### config.mk
export PLATFORM = sky130hd
export DESIGN_NAME = seg7_scan_ctrl
export DESIGN_NICKNAME = d
export VERILOG_FILES = /design/src/rtl/seg7_pkg.sv /design/src/rtl/seg7_scan_timer.sv /design/src/rtl/seg7_scan_ctrl.sv
export SDC_FILE = /design/constraint.sdc
export NUM_CORES = 1
export LEC_CHECK = 0
export CAP_MARGIN = 40
export CORE_MARGIN = 2
export CORE_UTILIZATION = 59
export CTS_CLUSTER_DIAMETER = 60
export DETAILED_ROUTE_END_ITERATION = 8
export PLACE_DENSITY = 0.95
export SETUP_SLACK_MARGIN = 0.4
export SYNTH_ARGS = -nofsm -noshare
export SYNTH_HDL_FRONTEND = slang
export SYNTH_HIERARCHICAL = 1
export SYNTH_SLANG_ARGS = --single-unit
export TNS_END_PERCENT = 50
### constraint.sdc
create_clock -name clk -period 8 [get_ports clk]
set_input_delay 1.6 -clock clk [delete_from_list [all_inputs] [get_ports clk]]
set_output_delay 1.6 -clock clk [all_outputs]
set_load 0.01 [all_outputs]
### src/rtl/seg7_pkg.sv
// seg7 scan controller shared types and helpers.
// Polarity helper, pattern type and default sizes.
package seg7_pkg;

  typedef logic [7:0] seg7_pat_t;

  localparam int N_DIG_DEF     = 4;
  localparam int SLOT_LOG2_DEF = 10;
  localparam int BR_W_DEF      = 4;

  function automatic seg7_pat_t apply_pol(
    input seg7_pat_t v,
    input logic      act_low
  );
    return act_low ? ~v : v;
  endfunction

endpackage

### src/rtl/seg7_scan_timer.sv
// Slot position / digit index counters for the scanner.
// Flags dead-time cycle, frame end and the PWM compare.
module seg7_scan_timer
  import seg7_pkg::*;
#(
  parameter int N_DIG     = N_DIG_DEF,
  parameter int SLOT_LOG2 = SLOT_LOG2_DEF,
  parameter int BR_W      = BR_W_DEF,
  parameter int DW        = $clog2(N_DIG)
) (
  input  logic            clk,
  input  logic            rst,
  input  logic [BR_W-1:0] bright,
  output logic [DW-1:0]   d,
  output logic            slot_first,
  output logic            frame_end,
  output logic            pwm_on
);

  logic [SLOT_LOG2-1:0] p_q, p_d;
  logic [DW-1:0]        d_q, d_d;
  logic                 p_last;
  logic                 d_last;

  // next counter values and status flags
  always_comb begin
    p_last     = &p_q;
    d_last     = (d_q == DW'(N_DIG - 1));
    p_d        = p_q + 1'b1;
    d_d        = d_q;
    if (p_last) begin
      d_d = d_last ? '0 : d_q + 1'b1;
    end
    slot_first = (p_q == '0);
    frame_end  = p_last && d_last;
    pwm_on     = (p_q[SLOT_LOG2-1 -: BR_W] <= bright);
    d          = d_q;
  end

  // counter state
  always_ff @(posedge clk or posedge rst) begin
    if (rst) begin
      p_q <= '0;
      d_q <= '0;
    end else begin
      p_q <= p_d;
      d_q <= d_d;
    end
  end

endmodule

### src/rtl/seg7_scan_ctrl.sv
// Multiplexed 7-segment scanner with PWM and dead time.
// Updates are staged and swapped in at frame boundaries.
module seg7_scan_ctrl
  import seg7_pkg::*;
#(
  parameter int N_DIG       = N_DIG_DEF,
  parameter int SLOT_LOG2   = SLOT_LOG2_DEF,
  parameter int BR_W        = BR_W_DEF,
  parameter bit SEG_ACT_LOW = 1'b0,
  parameter bit DIG_ACT_LOW = 1'b1
) (
  input  logic               clk,
  input  logic               rst,
  input  logic               upd_valid,
  output logic               upd_ready,
  input  logic [N_DIG*8-1:0] upd_seg,
  input  logic [N_DIG-1:0]   upd_en,
  input  logic [BR_W-1:0]    upd_bright,
  output logic               frame_done,
  output logic [7:0]         seg,
  output logic [N_DIG-1:0]   dig
);

  localparam int DW = $clog2(N_DIG);
  localparam seg7_pat_t SEG_OFF = apply_pol(8'h00, SEG_ACT_LOW);
  localparam logic [N_DIG-1:0] DIG_OFF = {N_DIG{DIG_ACT_LOW}};

  logic                 pend_q, pend_d;
  logic [N_DIG*8-1:0]   pnd_seg_q, pnd_seg_d;
  logic [N_DIG-1:0]     pnd_en_q, pnd_en_d;
  logic [BR_W-1:0]      pnd_br_q, pnd_br_d;
  logic [N_DIG*8-1:0]   act_seg_q, act_seg_d;
  logic [N_DIG-1:0]     act_en_q, act_en_d;
  logic [BR_W-1:0]      act_br_q, act_br_d;
  seg7_pat_t            seg_q, seg_d;
  logic [N_DIG-1:0]     dig_q, dig_d;
  logic                 fd_q, fd_d;

  logic [DW-1:0]        d;
  logic                 slot_first;
  logic                 frame_end;
  logic                 pwm_on;
  logic                 accept;
  logic                 lit;
  seg7_pat_t            seg_raw;
  logic [N_DIG-1:0]     dig_raw;

  seg7_scan_timer #(
    .N_DIG    (N_DIG),
    .SLOT_LOG2(SLOT_LOG2),
    .BR_W     (BR_W)
  ) u_timer (
    .clk       (clk),
    .rst       (rst),
    .bright    (act_br_q),
    .d         (d),
    .slot_first(slot_first),
    .frame_end (frame_end),
    .pwm_on    (pwm_on)
  );

  // handshake, pending capture and frame-boundary swap
  always_comb begin
    upd_ready = !pend_q;
    accept    = upd_valid && !pend_q;
    pend_d    = pend_q;
    pnd_seg_d = pnd_seg_q;
    pnd_en_d  = pnd_en_q;
    pnd_br_d  = pnd_br_q;
    act_seg_d = act_seg_q;
    act_en_d  = act_en_q;
    act_br_d  = act_br_q;
    if (frame_end && pend_q) begin
      act_seg_d = pnd_seg_q;
      act_en_d  = pnd_en_q;
      act_br_d  = pnd_br_q;
      pend_d    = 1'b0;
    end else if (accept) begin
      pnd_seg_d = upd_seg;
      pnd_en_d  = upd_en;
      pnd_br_d  = upd_bright;
      pend_d    = 1'b1;
    end
  end

  // lit decision and pin polarity
  always_comb begin
    lit     = !slot_first && pwm_on && act_en_q[d];
    seg_raw = '0;
    dig_raw = '0;
    if (lit) begin
      seg_raw    = act_seg_q[{d, 3'b000} +: 8];
      dig_raw[d] = 1'b1;
    end
    seg_d = apply_pol(seg_raw, SEG_ACT_LOW);
    dig_d = DIG_ACT_LOW ? ~dig_raw : dig_raw;
    fd_d  = frame_end;
  end

  // register state and output pins
  always_ff @(posedge clk or posedge rst) begin
    if (rst) begin
      pend_q    <= 1'b0;
      pnd_seg_q <= '0;
      pnd_en_q  <= '0;
      pnd_br_q  <= '0;
      act_seg_q <= '0;
      act_en_q  <= '0;
      act_br_q  <= '0;
      seg_q     <= SEG_OFF;
      dig_q     <= DIG_OFF;
      fd_q      <= 1'b0;
    end else begin
      pend_q    <= pend_d;
      pnd_seg_q <= pnd_seg_d;
      pnd_en_q  <= pnd_en_d;
      pnd_br_q  <= pnd_br_d;
      act_seg_q <= act_seg_d;
      act_en_q  <= act_en_d;
      act_br_q  <= act_br_d;
      seg_q     <= seg_d;
      dig_q     <= dig_d;
      fd_q      <= fd_d;
    end
  end

  assign seg        = seg_q;
  assign dig        = dig_q;
  assign frame_done = fd_q;

endmodule

==> results.sh <==
export IMPL_cts_max_level=3
export IMPL_final_cell_mix="dfrtp_1 (102), clkdlybuf4s50_1 (56), mux2_2 (42)"
export IMPL_p_per_area_nw_per_um2=175
export IMPL_dieHeight_um=89.9
export IMPL_yosysWarnings=6
export IMPL_antenna_found_initial=0
export IMPL_tns_ns=0
export IMPL_start_util_pct=60.4
export IMPL_post_route_period_util_pct=37.9
export IMPL_hold_depth=1
export IMPL_cts_sinks=106
export IMPL_slew_viol_final=0
export IMPL_clk_pin_slew_worst_paths_ns=0.09
export IMPL_row_count=31
export IMPL_drt_iter0_drc=97
export IMPL_tightest_slew_ns=0.742
export IMPL_cts_hold_buffers_added=0
export IMPL_postPlaceCellArea_um2=5030
export IMPL_num_nets_final=385
export IMPL_grt_total_usage_pct=20.5
export IMPL_synth_area_per_cell_um2=15.7
export IMPL_fin_area_um2=5220
export IMPL_min_period_ns=3.03
export IMPL_synth_largest_area_cell="dfrtp_1"
export IMPL_die_area_um2=8090
export IMPL_seq_area_frac_synth_pct=61.0
export IMPL_max_cap_violations=0
export IMPL_synth_cells=277
export IMPL_portBuffers=56
export IMPL_worstSetupEndpointType="output port"
export IMPL_place_inst=423
export IMPL_cts_buffers=9
export IMPL_gp_congestion=0.842
export IMPL_num_antenna_cells=0
export IMPL_r2r_slack_ns=5.30
export IMPL_dp_hpwl_mm=5.26
export IMPL_synth_cell_types=30
export IMPL_wl_mm=7.61
export IMPL_post_cts_setup_buffers=0
export IMPL_arrival_ns=1.43
export IMPL_min_delay_path_class="reg2reg"
export IMPL_r2r_end="act_seg_q[14]"
export IMPL_grt_overflow_total=0
export IMPL_drtAntennaViolNets=0
export IMPL_rr_worst_depth=7
export IMPL_min_delay_start="act_en_q[0]"
export IMPL_viasPerCell=5.45
export IMPL_die_x_um=89.9
export IMPL_holdPathEnd="dig[0]"
export IMPL_slew_headroom_pct=50.6
export IMPL_drive_above_1_share_pct=23.6
export IMPL_final_common_cell="dfrtp_1"
export IMPL_finalHoldViolations=0
export IMPL_ioPinCount=57
export IMPL_peakVddDrop_uv=110
export IMPL_clock_latency_ns=0.36
export IMPL_fmax_mhz=329
export IMPL_cp_required_ns=6.40
export IMPL_clk_path_buf_depth=2
export IMPL_syn_num_nets=327
export IMPL_reg2reg_from="u_timer/p_q[1]"
export IMPL_finClkSkew_ns=0.0102
export IMPL_final_cell_count_no_fill=438
export IMPL_syn_cell_area_um2=4360
export IMPL_grt_start_max_net_pins=51
export IMPL_ys_seq_elements=106
export IMPL_cts_tree="yes"
export IMPL_core_area_um2=7210
export IMPL_drc=0
export IMPL_grt_pass1_wl_mm=12.9
export IMPL_grt_pass1_vias=2632
export IMPL_synth_top_area_share_pct=58.6
export IMPL_post_drt_wl_per_cell_um=17.4
export IMPL_final_util_pct=72.4
export IMPL_syn2layout_area_growth_pct=19.9
export IMPL_outcome="finished, final reports clean"
export IMPL_startpoint_type="register"
export IMPL_critPathKind="reg2out"
export IMPL_rsz0062_at_grt="no"
export IMPL_dr_pass1_iters=4
export IMPL_setup_viol=0
export IMPL_leakage_nw=2.46
export IMPL_netlist_top_cells_area="dfrtp_1 (59%), mux2_2 (11%), mux2_1 (10%)"
export IMPL_postCtsResizedCells=0
export IMPL_vias=2388
export IMPL_cts_root_buffer_cell="clkbuf_8"
export IMPL_worst_path_max_fanout=3
## synth_stat cells
| library cell | count |
|---|---|
| a2bb2oi_4 | 1 |
| mux2_4 | 2 |
| and4_1 | 1 |
| nor2_1 | 3 |
| nor3_1 | 2 |
| o21bai_1 | 1 |
| o22ai_1 | 2 |
| buf_6 | 6 |
| mux2_1 | 39 |
| nand3_1 | 4 |
| xor2_1 | 3 |
| dfrtp_1 | 102 |
| mux4_2 | 8 |
| or3_1 | 1 |
| nor3b_2 | 1 |
| ha_1 | 7 |
| xnor2_1 | 5 |
| nor2b_1 | 9 |
| a21oi_1 | 1 |
| nand2_1 | 4 |
| mux2_2 | 42 |
| mux2i_2 | 1 |
| dfstp_2 | 4 |
| or3b_1 | 1 |
| nand3b_1 | 3 |
| or3b_4 | 1 |
| nor4_1 | 2 |
| nand4_1 | 2 |
| inv_1 | 13 |
| buf_2 | 6 |
## state kept, by name, summed over array words and instances, names as in the netlist
register / flops
pnd_br_q: 4
act_en_q: 4
u_timer/p_q: 10
frame_done: 1
pnd_seg_q: 32
pnd_en_q: 4
act_br_q: 4
act_seg_q: 32
u_timer/d: 2
seg: 8
pend_q: 1
dig: 4
## where the power goes
group	internal (mW)	switching, mW	total [mW]
Clock	0.152	0.170	0.323
Combinational	0.0248	0.0157	0.0405
Sequential	0.546	0.00523	0.551
Total	0.723	0.191	0.914
## logic make-up (layout without fill, tap and decap cells)
family	Yosys count	after routing	share of synthesized area [%]
AOI/OAI and AO/OA	5	5	1.18
DFF	106	106	61.0
adders and majority gates	7	7	2.01
xor gates and xnor gates	8	8	1.61
and+or+nand+nor	34	34	4.77
buffers and inverters	25	87	3.36
muxes	92	92	26.1
## final cells by class
type / count / area [µm²]
multi-input cells: 146 / 1560
repair buffers: 59 / 636
clock inverters: 4 / 51.3
clock buffers: 11 / 141
well taps: 99 / 124
fillers: 454 / 1990
flip-flops and latches: 106 / 2660
inverters: 13 / 51.3
## per-layer routing
layer  up-vias  track usage, %  share of wire [%]
met5         -               0                  0
met2        46            35.2                 53
met4         0            9.49                2.3
li1       1082               -                  -
met3        14            4.02                3.0
met1      1246            25.2                 41
## critical path, stage by stage (launching register included)
cell,delay [ns]
dfrtp_1,0.44
inv_1,0.11
clkdlybuf4s50_1,0.53
## through the flow
stage          hold WS [ns]  power [mW]  worst slack (ns)
2_1_floorplan         0.410       0.574              3.96
3_3_place_gp          0.444       0.599              4.43
3_5_place_dp          0.448       0.603              4.68
4_1_cts               0.475       0.921              4.95
5_1_grt               0.507       0.947              4.92
6_report              0.477       0.914              4.97
## worst max path at each step
| stage | endpoint | depth (start not counted) | slack (ns) | start |
|---|---|---|---|---|
| 6_report | upd_ready | 2 | 4.97 | pend_q |
| 5_1_grt | upd_ready | 2 | 4.92 | pend_q |
| 3_5_place_dp | pnd_seg_q[14] | 4 | 4.68 | upd_valid |
| 3_3_place_gp | pnd_seg_q[30] | 3 | 4.43 | upd_valid |
| 4_1_cts | upd_ready | 2 | 4.95 | pend_q |
| 2_1_floorplan | act_br_q[0] | 1 | 3.96 | rst |
No activity file was read; power rests on OpenSTA's default activity.
